`src/rtl/leg_branch_sequencer.sv`:
```
// ---------------------------------------------------------------------------
// leg_branch_sequencer
//
// Program-counter / branch sequencer for the LEG core. It takes one decoded
// instruction (opcode byte + destination) per valid/ready handshake, together
// with the 1-bit result of the condition unit. It then decides where the next
// fetch comes from:
//   - sequential:       pc + PC_STEP (modulo 2^PC_WIDTH)
//   - taken cond. jump: dest
//   - CALL:             dest, and the return address is pushed on a hardware
//                       return-address stack
//   - RET:              the top entry of the return-address stack
// HALT_OP parks the sequencer in HALT. A CALL into a full stack, or a RET from
// an empty stack, parks it in FAULT. Only rst leaves either state.
//
// Ports
//   clk          in   rising-edge clock
//   rst          in   asynchronous, active-high reset
//   instr_valid  in   op / dest / cond_taken are valid this cycle
//   instr_ready  out  sequencer accepts an instruction (high only in RUN)
//   op           in   instruction opcode byte
//   dest         in   jump / call target
//   cond_taken   in   condition-unit result for op, same cycle as op
//   pc           out  current fetch address (registered)
//   redirect     out  one-cycle pulse after a non-sequential pc load
//   halted       out  sequencer is in HALT
//   fault        out  sequencer is in FAULT
//   sp           out  number of valid return-stack entries
// ---------------------------------------------------------------------------
module leg_branch_sequencer #(
  parameter int                     PC_WIDTH    = 8,
  parameter int                     PC_STEP     = 4,
  parameter logic [PC_WIDTH-1:0]    RESET_PC    = '0,
  parameter int                     STACK_DEPTH = 4,
  parameter logic [7:0]             CALL_OP     = 8'h10,
  parameter logic [7:0]             RET_OP      = 8'h11,
  parameter logic [7:0]             HALT_OP     = 8'hFF,
  localparam int                    SP_W        = $clog2(STACK_DEPTH + 1)
) (
  input  logic                clk,
  input  logic                rst,
  input  logic                instr_valid,
  output logic                instr_ready,
  input  logic [7:0]          op,
  input  logic [PC_WIDTH-1:0] dest,
  input  logic                cond_taken,
  output logic [PC_WIDTH-1:0] pc,
  output logic                redirect,
  output logic                halted,
  output logic                fault,
  output logic [SP_W-1:0]     sp
);

  // A one-entry stack still needs a one-bit index.
  localparam int PTR_W = (STACK_DEPTH > 1) ? $clog2(STACK_DEPTH) : 1;

  typedef enum logic [1:0] {
    ST_RUN   = 2'd0,
    ST_HALT  = 2'd1,
    ST_FAULT = 2'd2
  } state_t;

  state_t                state_q, state_d;
  logic [PC_WIDTH-1:0]   pc_q, pc_d;
  logic [SP_W-1:0]       sp_q, sp_d;
  logic                  redirect_q, redirect_d;
  logic [PC_WIDTH-1:0]   stack_q [STACK_DEPTH];
  logic [PC_WIDTH-1:0]   stack_d [STACK_DEPTH];

  logic                  accept;
  logic [PC_WIDTH-1:0]   pc_inc;
  logic [PTR_W-1:0]      push_idx;
  logic [PTR_W-1:0]      pop_idx;
  logic                  stack_full;
  logic                  stack_empty;

  assign instr_ready = (state_q == ST_RUN);
  assign halted      = (state_q == ST_HALT);
  assign fault       = (state_q == ST_FAULT);
  assign pc          = pc_q;
  assign sp          = sp_q;
  assign redirect    = redirect_q;

  // Helper terms for decode. The sequential address is truncated to
  // PC_WIDTH, so pushed return addresses wrap exactly like pc does.
  // sp counts entries, so the free slot is at sp and the top is at sp-1;
  // both are only used when the full/empty guards permit it.
  always_comb begin
    accept      = instr_valid & instr_ready;
    pc_inc      = pc_q + PC_WIDTH'(PC_STEP);
    push_idx    = PTR_W'(sp_q);
    pop_idx     = PTR_W'(sp_q - SP_W'(1));
    stack_full  = (sp_q == SP_W'(STACK_DEPTH));
    stack_empty = (sp_q == '0);
  end

  // Next-state decode. Everything holds and redirect drops unless an
  // instruction is accepted. Decode order matters: HALT_OP has bit 5 set,
  // so it must be tested before the conditional-jump class. A faulting
  // CALL/RET leaves pc, sp and the stack contents untouched.
  always_comb begin
    state_d    = state_q;
    pc_d       = pc_q;
    sp_d       = sp_q;
    redirect_d = 1'b0;
    stack_d    = stack_q;

    if (accept) begin
      if (op == HALT_OP) begin
        state_d = ST_HALT;
      end else if (op[5]) begin
        if (cond_taken) begin
          pc_d       = dest;
          redirect_d = 1'b1;
        end else begin
          pc_d = pc_inc;
        end
      end else if (op == CALL_OP) begin
        if (stack_full) begin
          state_d = ST_FAULT;
        end else begin
          stack_d[push_idx] = pc_inc;
          sp_d              = sp_q + SP_W'(1);
          pc_d              = dest;
          redirect_d        = 1'b1;
        end
      end else if (op == RET_OP) begin
        if (stack_empty) begin
          state_d = ST_FAULT;
        end else begin
          pc_d       = stack_q[pop_idx];
          sp_d       = sp_q - SP_W'(1);
          redirect_d = 1'b1;
        end
      end else begin
        pc_d = pc_inc;
      end
    end
  end

  // Control registers. Reset is asynchronous, so pc, sp, state and the
  // flags clear the moment rst rises, and any accept in flight is lost.
  always_ff @(posedge clk or posedge rst) begin
    if (rst) begin
      state_q    <= ST_RUN;
      pc_q       <= RESET_PC;
      sp_q       <= '0;
      redirect_q <= 1'b0;
    end else begin
      state_q    <= state_d;
      pc_q       <= pc_d;
      sp_q       <= sp_d;
      redirect_q <= redirect_d;
    end
  end

  // Return-stack storage. It is not reset: sp alone says which entries
  // are meaningful, so stale contents after reset are never read.
  always_ff @(posedge clk) begin
    stack_q <= stack_d;
  end

endmodule

```
`config.mk`:
```
export PLATFORM = sky130hd
export DESIGN_NAME = leg_branch_sequencer
export DESIGN_NICKNAME = d
export VERILOG_FILES = /design/src/rtl/leg_branch_sequencer.sv
export SDC_FILE = /design/constraint.sdc
export NUM_CORES = 1
export LEC_CHECK = 0
export CAP_MARGIN = 15
export CORE_MARGIN = 2
export CORE_UTILIZATION = 54
export CTS_CLUSTER_SIZE = 30
export DETAILED_ROUTE_END_ITERATION = 8
export GPL_TIMING_DRIVEN = 0
export PLACE_DENSITY = 0.8
export SLEW_MARGIN = 5
export SYNTH_ARGS = -nofsm -noshare
export SYNTH_HDL_FRONTEND = slang
export SYNTH_SLANG_ARGS = --single-unit
```
`constraint.sdc`:
```
create_clock -name clk -period 2.7 [get_ports clk]
set_input_delay 0.54 -clock clk [delete_from_list [all_inputs] [get_ports clk]]
set_output_delay 0.54 -clock clk [all_outputs]
set_load 0.05 [all_outputs]
```
### After elaboration in Yosys (flattened, before gate mapping)

Cells that the tools add are included.

* output and inout bits: 15
* input bits: 20
* word-level logic and storage cells: 72
* bits in registers: 46

* muxes and demuxes: 30
* equality and inequality tests: 12
* order comparisons: 3
* reduce and logical (&&, ||, !) cells: 10
* bitwise gates (word level): 6
* $add $sub $neg: 3

Operators with widths (count)
* 2-to-1 mux 8 bit: 9
* bitwise mux 32 bit: 1
* binary-select mux 8 bit (select 2 bit): 1
* demux 8 bit (select 2 bit): 1
* equality test 8 x 5 -> 1 bit (second input constant): 2
* 2-to-1 mux 2 bit: 6
* 2-to-1 mux 3 bit: 4
* AND reduction 5 bit: 2
* adder 8 x 3 -> 8 bit (second input constant): 1
* equality test 8 bit (second input constant): 1
* 2-to-1 mux 1 bit: 8
* >= comparator 3 bit (second input constant): 2
* inequality test 3 bit (second input constant): 2
* NOT 2 -> 3 bit: 2
* AND reduction 6 bit: 1
* nonzero test 3 bit: 2
* inequality test 2 x 1 -> 1 bit (second input constant): 2
* inequality test 4 bit (second input constant): 1
* AND reduction 4 bit: 1
* adder 3 x 1 -> 3 bit (second input constant): 1
* equality test 3 bit (second input constant): 1
* zero test 3 bit: 1
* less-than comparator 3 x 1 -> 1 bit (second input constant): 1
* NOT 1 bit: 3
* other kinds (8): 8

### Longest topological paths before layout

Gate-level depths: netlist (run 1).

* word-level depth: 9
* gate-level depth with buffers: 10
* mapped depth without buffers: 7

### Worst setup path before layout (run 1)

No wires, ideal clock.

* kind: input-to-reg
* start: input op[3]
* end: register stack_q[24] (netlist bit), enable pin
* stages on the path: 4
* slack: -175 ps
* path buffers: 0
* setup time: 398 ps
* required time: 2302 ps
* data arrival time: 2477 ps
* cells stage by stage: or4b_4 -> nor4_4 -> nand3_1 -> nor4b_1

* cells in the longest elaborated chain, start to end: 3
* elaborated cells between the ends (all ways): 4
* classes of those cells: 2 x eq/ne; 1 x bitwise; 1 x reduce/logical

Ends and longest elaborated chain
* start, declared: line 44 `input logic [7:0] op,`
* equality test 8 bit: line 109 `if (op == HALT_OP) begin`
* NOT 1 bit (no source line)
* AND reduction 5 bit (no source line) *
* end signal, assigned: line 160 `stack_q <= stack_d;`
* end, declared: line 67 `logic [PC_WIDTH-1:0] stack_q [STACK_DEPTH];`

Every way passes the cells marked *; elsewhere a longest branch is shown, timed or not.
A chain may end at the register's enable or synchronous reset.

### Worst setup path in the final report (run 1)

* start: input op[3]
* end: register pc_q[6] (netlist: pc[6])

* cells in the longest elaborated chain, start to end: 4
* elaborated cells between the ends (all ways): 10
* classes of those cells: 5 x eq/ne; 3 x mux; 1 x bitwise; 1 x reduce/logical

Ends and longest elaborated chain
* equality test 8 x 5 -> 1 bit: line 127 `end else if (op == RET_OP) begin`
* 2-to-1 mux 8 bit: line 127
* 2-to-1 mux 8 bit: line 118 `end else if (op == CALL_OP) begin`
* 2-to-1 mux 8 bit: line 111 `end else if (op[5]) begin`
* end signal, assigned: line 151 `pc_q <= pc_d;`
* end, declared: line 64 `logic [PC_WIDTH-1:0] pc_q, pc_d;`

Several ways; a longest one is shown, not always the timed one.

==> flow_metrics.env, run 1 <==
export IMPL_grt_pass1_wl_um=8840
export IMPL_final_cell_count_no_fill=275
export IMPL_hold_violations_final=0
export IMPL_maxCapViolCount=0
export IMPL_grt_start_max_net_pins=15
export IMPL_initial_core_util_pct=57.2
export IMPL_net_count_final=250
export IMPL_worst_slew_margin_rel_pct=58.6
export IMPL_clk_pin_slew_worst_paths_ns=0.09
export IMPL_clock_tree_buffer_depth=2
export IMPL_number_of_standard_cell_rows_in_the_floorplan=23
export IMPL_antenna_found_initial=0
export IMPL_vias_per_cell=6.30
export IMPL_hold_path_depth=1
export IMPL_cellPowerDensity_mw_per_mm2=676
export IMPL_synth_lib_cells_used_distinct=51
export IMPL_fp_dieW_um=69.6
export IMPL_finalSetupViolCount=0
export IMPL_vias=1732
export IMPL_antenna_cells=0
export IMPL_drc=0
export IMPL_critPathCaptureType="flop"
export IMPL_max_slew_worst_pin_slew_ns=0.620
export IMPL_track_usage_pct=23.8
export IMPL_numCtsBuffers=5
export IMPL_synth_yosys_seq_area_share_pct=56.5
export IMPL_place_port_buffers=33
export IMPL_gr_total_overflow=0
export IMPL_post_synth_edffs=32
export IMPL_instance_count_after_placement_with_tap_cells_included=268
export IMPL_outcome="finished clean"
export IMPL_setup_tns_ns=0
export IMPL_post_synthesis_cell_count=185
export IMPL_groute_layer_met3_usage_pct=3.49
export IMPL_area_delta_synth_final_pct=23.7
export IMPL_hp_class="reg -> reg"
export IMPL_cts_htree_levels=2
export IMPL_synth_async_sr_flop_share_pct=30.4
export IMPL_crit_cells=7
export IMPL_max_freq_ghz=0.386
export IMPL_top_usage_layer="met2"
export IMPL_insertion_delay_ns=0.30
export IMPL_rsz0062_at_grt="false"
export IMPL_grt_pass1_vias=1782
export IMPL_io_pins=35
export IMPL_proportion_of_layout_cells_with_a_drive_suffix_above_1_pct=13.3
export IMPL_cp_cell_sequence="clkdlybuf4s50_1 -> or4b_4 -> or4_4 -> buf_6 -> or3_1 -> o2111ai_1 -> o211ai_1"
export IMPL_critPathMaxFanout=10
export IMPL_filler_cell_count=277
export IMPL_reg2reg_depth=8
export IMPL_number_of_synthesized_register_bits=46
export IMPL_floorplan_die_area_mm2=0.00484
export IMPL_path_delay_family="simple AND/OR/NAND/NOR gates"
export IMPL_cts_sinks=46
export IMPL_finalWeightedCongestion=0.913
export IMPL_utilization_pct=70.8
export IMPL_post_synth_cell_area_avg_um2=12.6
export IMPL_cp_slowest_stage_delay_ns=0.57
export IMPL_ant_nets=0
export IMPL_design_core_area_mm2=0.00406
export IMPL_worst_clock_skew_ns=0.0104
export IMPL_layout_worst_path_cycle_share_pct=96.0
export IMPL_wp_buf_inv=2
export IMPL_drtIter0Drc=218
export IMPL_tritoncts_clock_tree="done"
export IMPL_wirelength_um=5360
export IMPL_dieHeight_um=69.6
export IMPL_cp_data_arrival_time_ns=2.76
export IMPL_gr_layer_usage_met2_pct=38.4
export IMPL_min_cycle_time_layout_ns=2.59
export IMPL_timing_critical_path_slowest_stage_cell="or4b_4"
export IMPL_wl_per_cell_um=19.5
export IMPL_grt_met1_usage_pct=31.8
export IMPL_power_leakage_nw=1.10
export IMPL_synth_yosys_warnings=0
export IMPL_ctsRootBufferMaster="clkbuf_8"
export IMPL_synth_net_count=211
export IMPL_critical_path_class="in -> reg"
export IMPL_mapped_cell_area_mm2=0.00232
export IMPL_cts_hold_repair_buffers=0
export IMPL_synthFlopType="edfxtp_1"
export IMPL_dr_pass1_iters=5
export IMPL_ir_drop_uv=456
export IMPL_finalMaxSlewViolations=0
export IMPL_hpwl_um=3840
export IMPL_critPathLaunchType="input pin"
export IMPL_timing_critical_path_required_ns=2.87
logic make-up (layout without fill, tap and decap cells):
group / Yosys count / after routing / share of synthesized area [%]
adders and majority gates: 6 / 6 / 3.23
and+or+nand+nor: 46 / 46 / 11.6
buffers and inverters: 23 / 63 / 4.42
DFF: 46 / 46 / 56.5
AOI/OAI and AO/OA: 41 / 41 / 13.1
xor gates and xnor gates: 8 / 8 / 3.02
muxes: 15 / 15 / 8.14
path summary, 6_finish.rpt:
path	startpoint	end	slack, ns
hold / removal	state_q[1]	state_q[1]	0.52
setup / recovery	op[3]	pc[6]	0.11
min in group asynchronous	rst	pc[3]	0.59
max in group asynchronous	rst	sp[0]	1.67
setup reg to reg	sp[0]	pc[6]	0.25
hold reg to reg	state_q[1]	state_q[1]	0.52
Yosys cell counts (5+ instances only):
master	n	area, um^2
clkbuf_1	7	26.3
edfxtp_1	32	961
o22ai_1	6	37.5
dfrtp_1	14	350
nand2_1	6	22.5
o21ai_0	6	30.0
mux2i_1	11	110
nor2_1	13	48.8
inv_1	12	45.0
o211ai_1	5	37.5
ha_1	6	75.1
power breakdown:
group | internal [mW] | switching, mW
combinational | 0.206 | 0.336
clock | 0.277 | 0.225
sequential | 0.836 | 0.0606
cell type report:
| type | count | area [um^2] | share of cell area [%] |
|---|---|---|---|
| buffer | 9 | 53.8 | 1.87 |
| inverter | 12 | 45.0 | 1.57 |
| timing repair buffer | 34 | 350 | 12.2 |
| multi-input combinational | 116 | 941 | 32.8 |
| sequential | 46 | 1310 | 45.7 |
| clock inverter | 1 | 30.0 | 1.05 |
| clock buffer | 7 | 76.3 | 2.66 |
| tap | 50 | 62.6 | 2.18 |
cells in the final DEF, fill, tap and decap left out, types with 4 or more instances in the layout:
cell,count
xnor2_1,4
o211ai_1,5
a21oi_1,4
nor2_1,13
clkbuf_1,6
clkdlybuf4s50_1,33
clkbuf_8,5
mux2i_1,11
edfxtp_1,32
o22ai_1,6
o21ai_0,6
nand2_1,6
xor2_1,4
inv_1,12
ha_1,6
dfrtp_1,13
stage by stage:
stage               hold slack, ns  instance area [um^2]  power (mW)  worst slack [ns]
floorplan                    0.429                  2330        1.25            0.0686
global placement             0.497                  2720        1.42            -0.630
detailed placement           0.500                  2720        1.44            -0.674
CTS                          0.519                  2870        1.93            0.0298
global route                 0.548                  2870        2.01            0.0377
finish                       0.520                  2870        1.94             0.107
per-layer routing:
metal	wire, um	up-vias
met4	105	0
met5	0	-
met2	2600	100
met3	399	13
li1	-	778
met1	2250	841
flip-flops by register name, indices dropped and copies added, names as in the netlist:
register / cells
stack_q: 32
sp: 3
redirect: 1
pc: 8
state_q: 2
timing repair:
item | in CTS | in global routing
resized for setup | 6 | 6
endpoints found under the setup margin | 39 | 29
hold endpoints to repair | 0 | 0
setup buffers | 1 | 0
pin swaps | 0 | 1
No activity file was read; power rests on OpenSTA's default activity.
==> run 2, diff against run 1 <==
--- a/config.mk
+++ b/config.mk
@@ -8,7 +8,6 @@
 export CAP_MARGIN = 15
 export CORE_MARGIN = 2
 export CORE_UTILIZATION = 54
-export CTS_CLUSTER_SIZE = 30
 export DETAILED_ROUTE_END_ITERATION = 8
 export GPL_TIMING_DRIVEN = 0
 export PLACE_DENSITY = 0.8
==> results of run 2 <==
No change in the layout: final DEF, timing and power equal those of run 1.
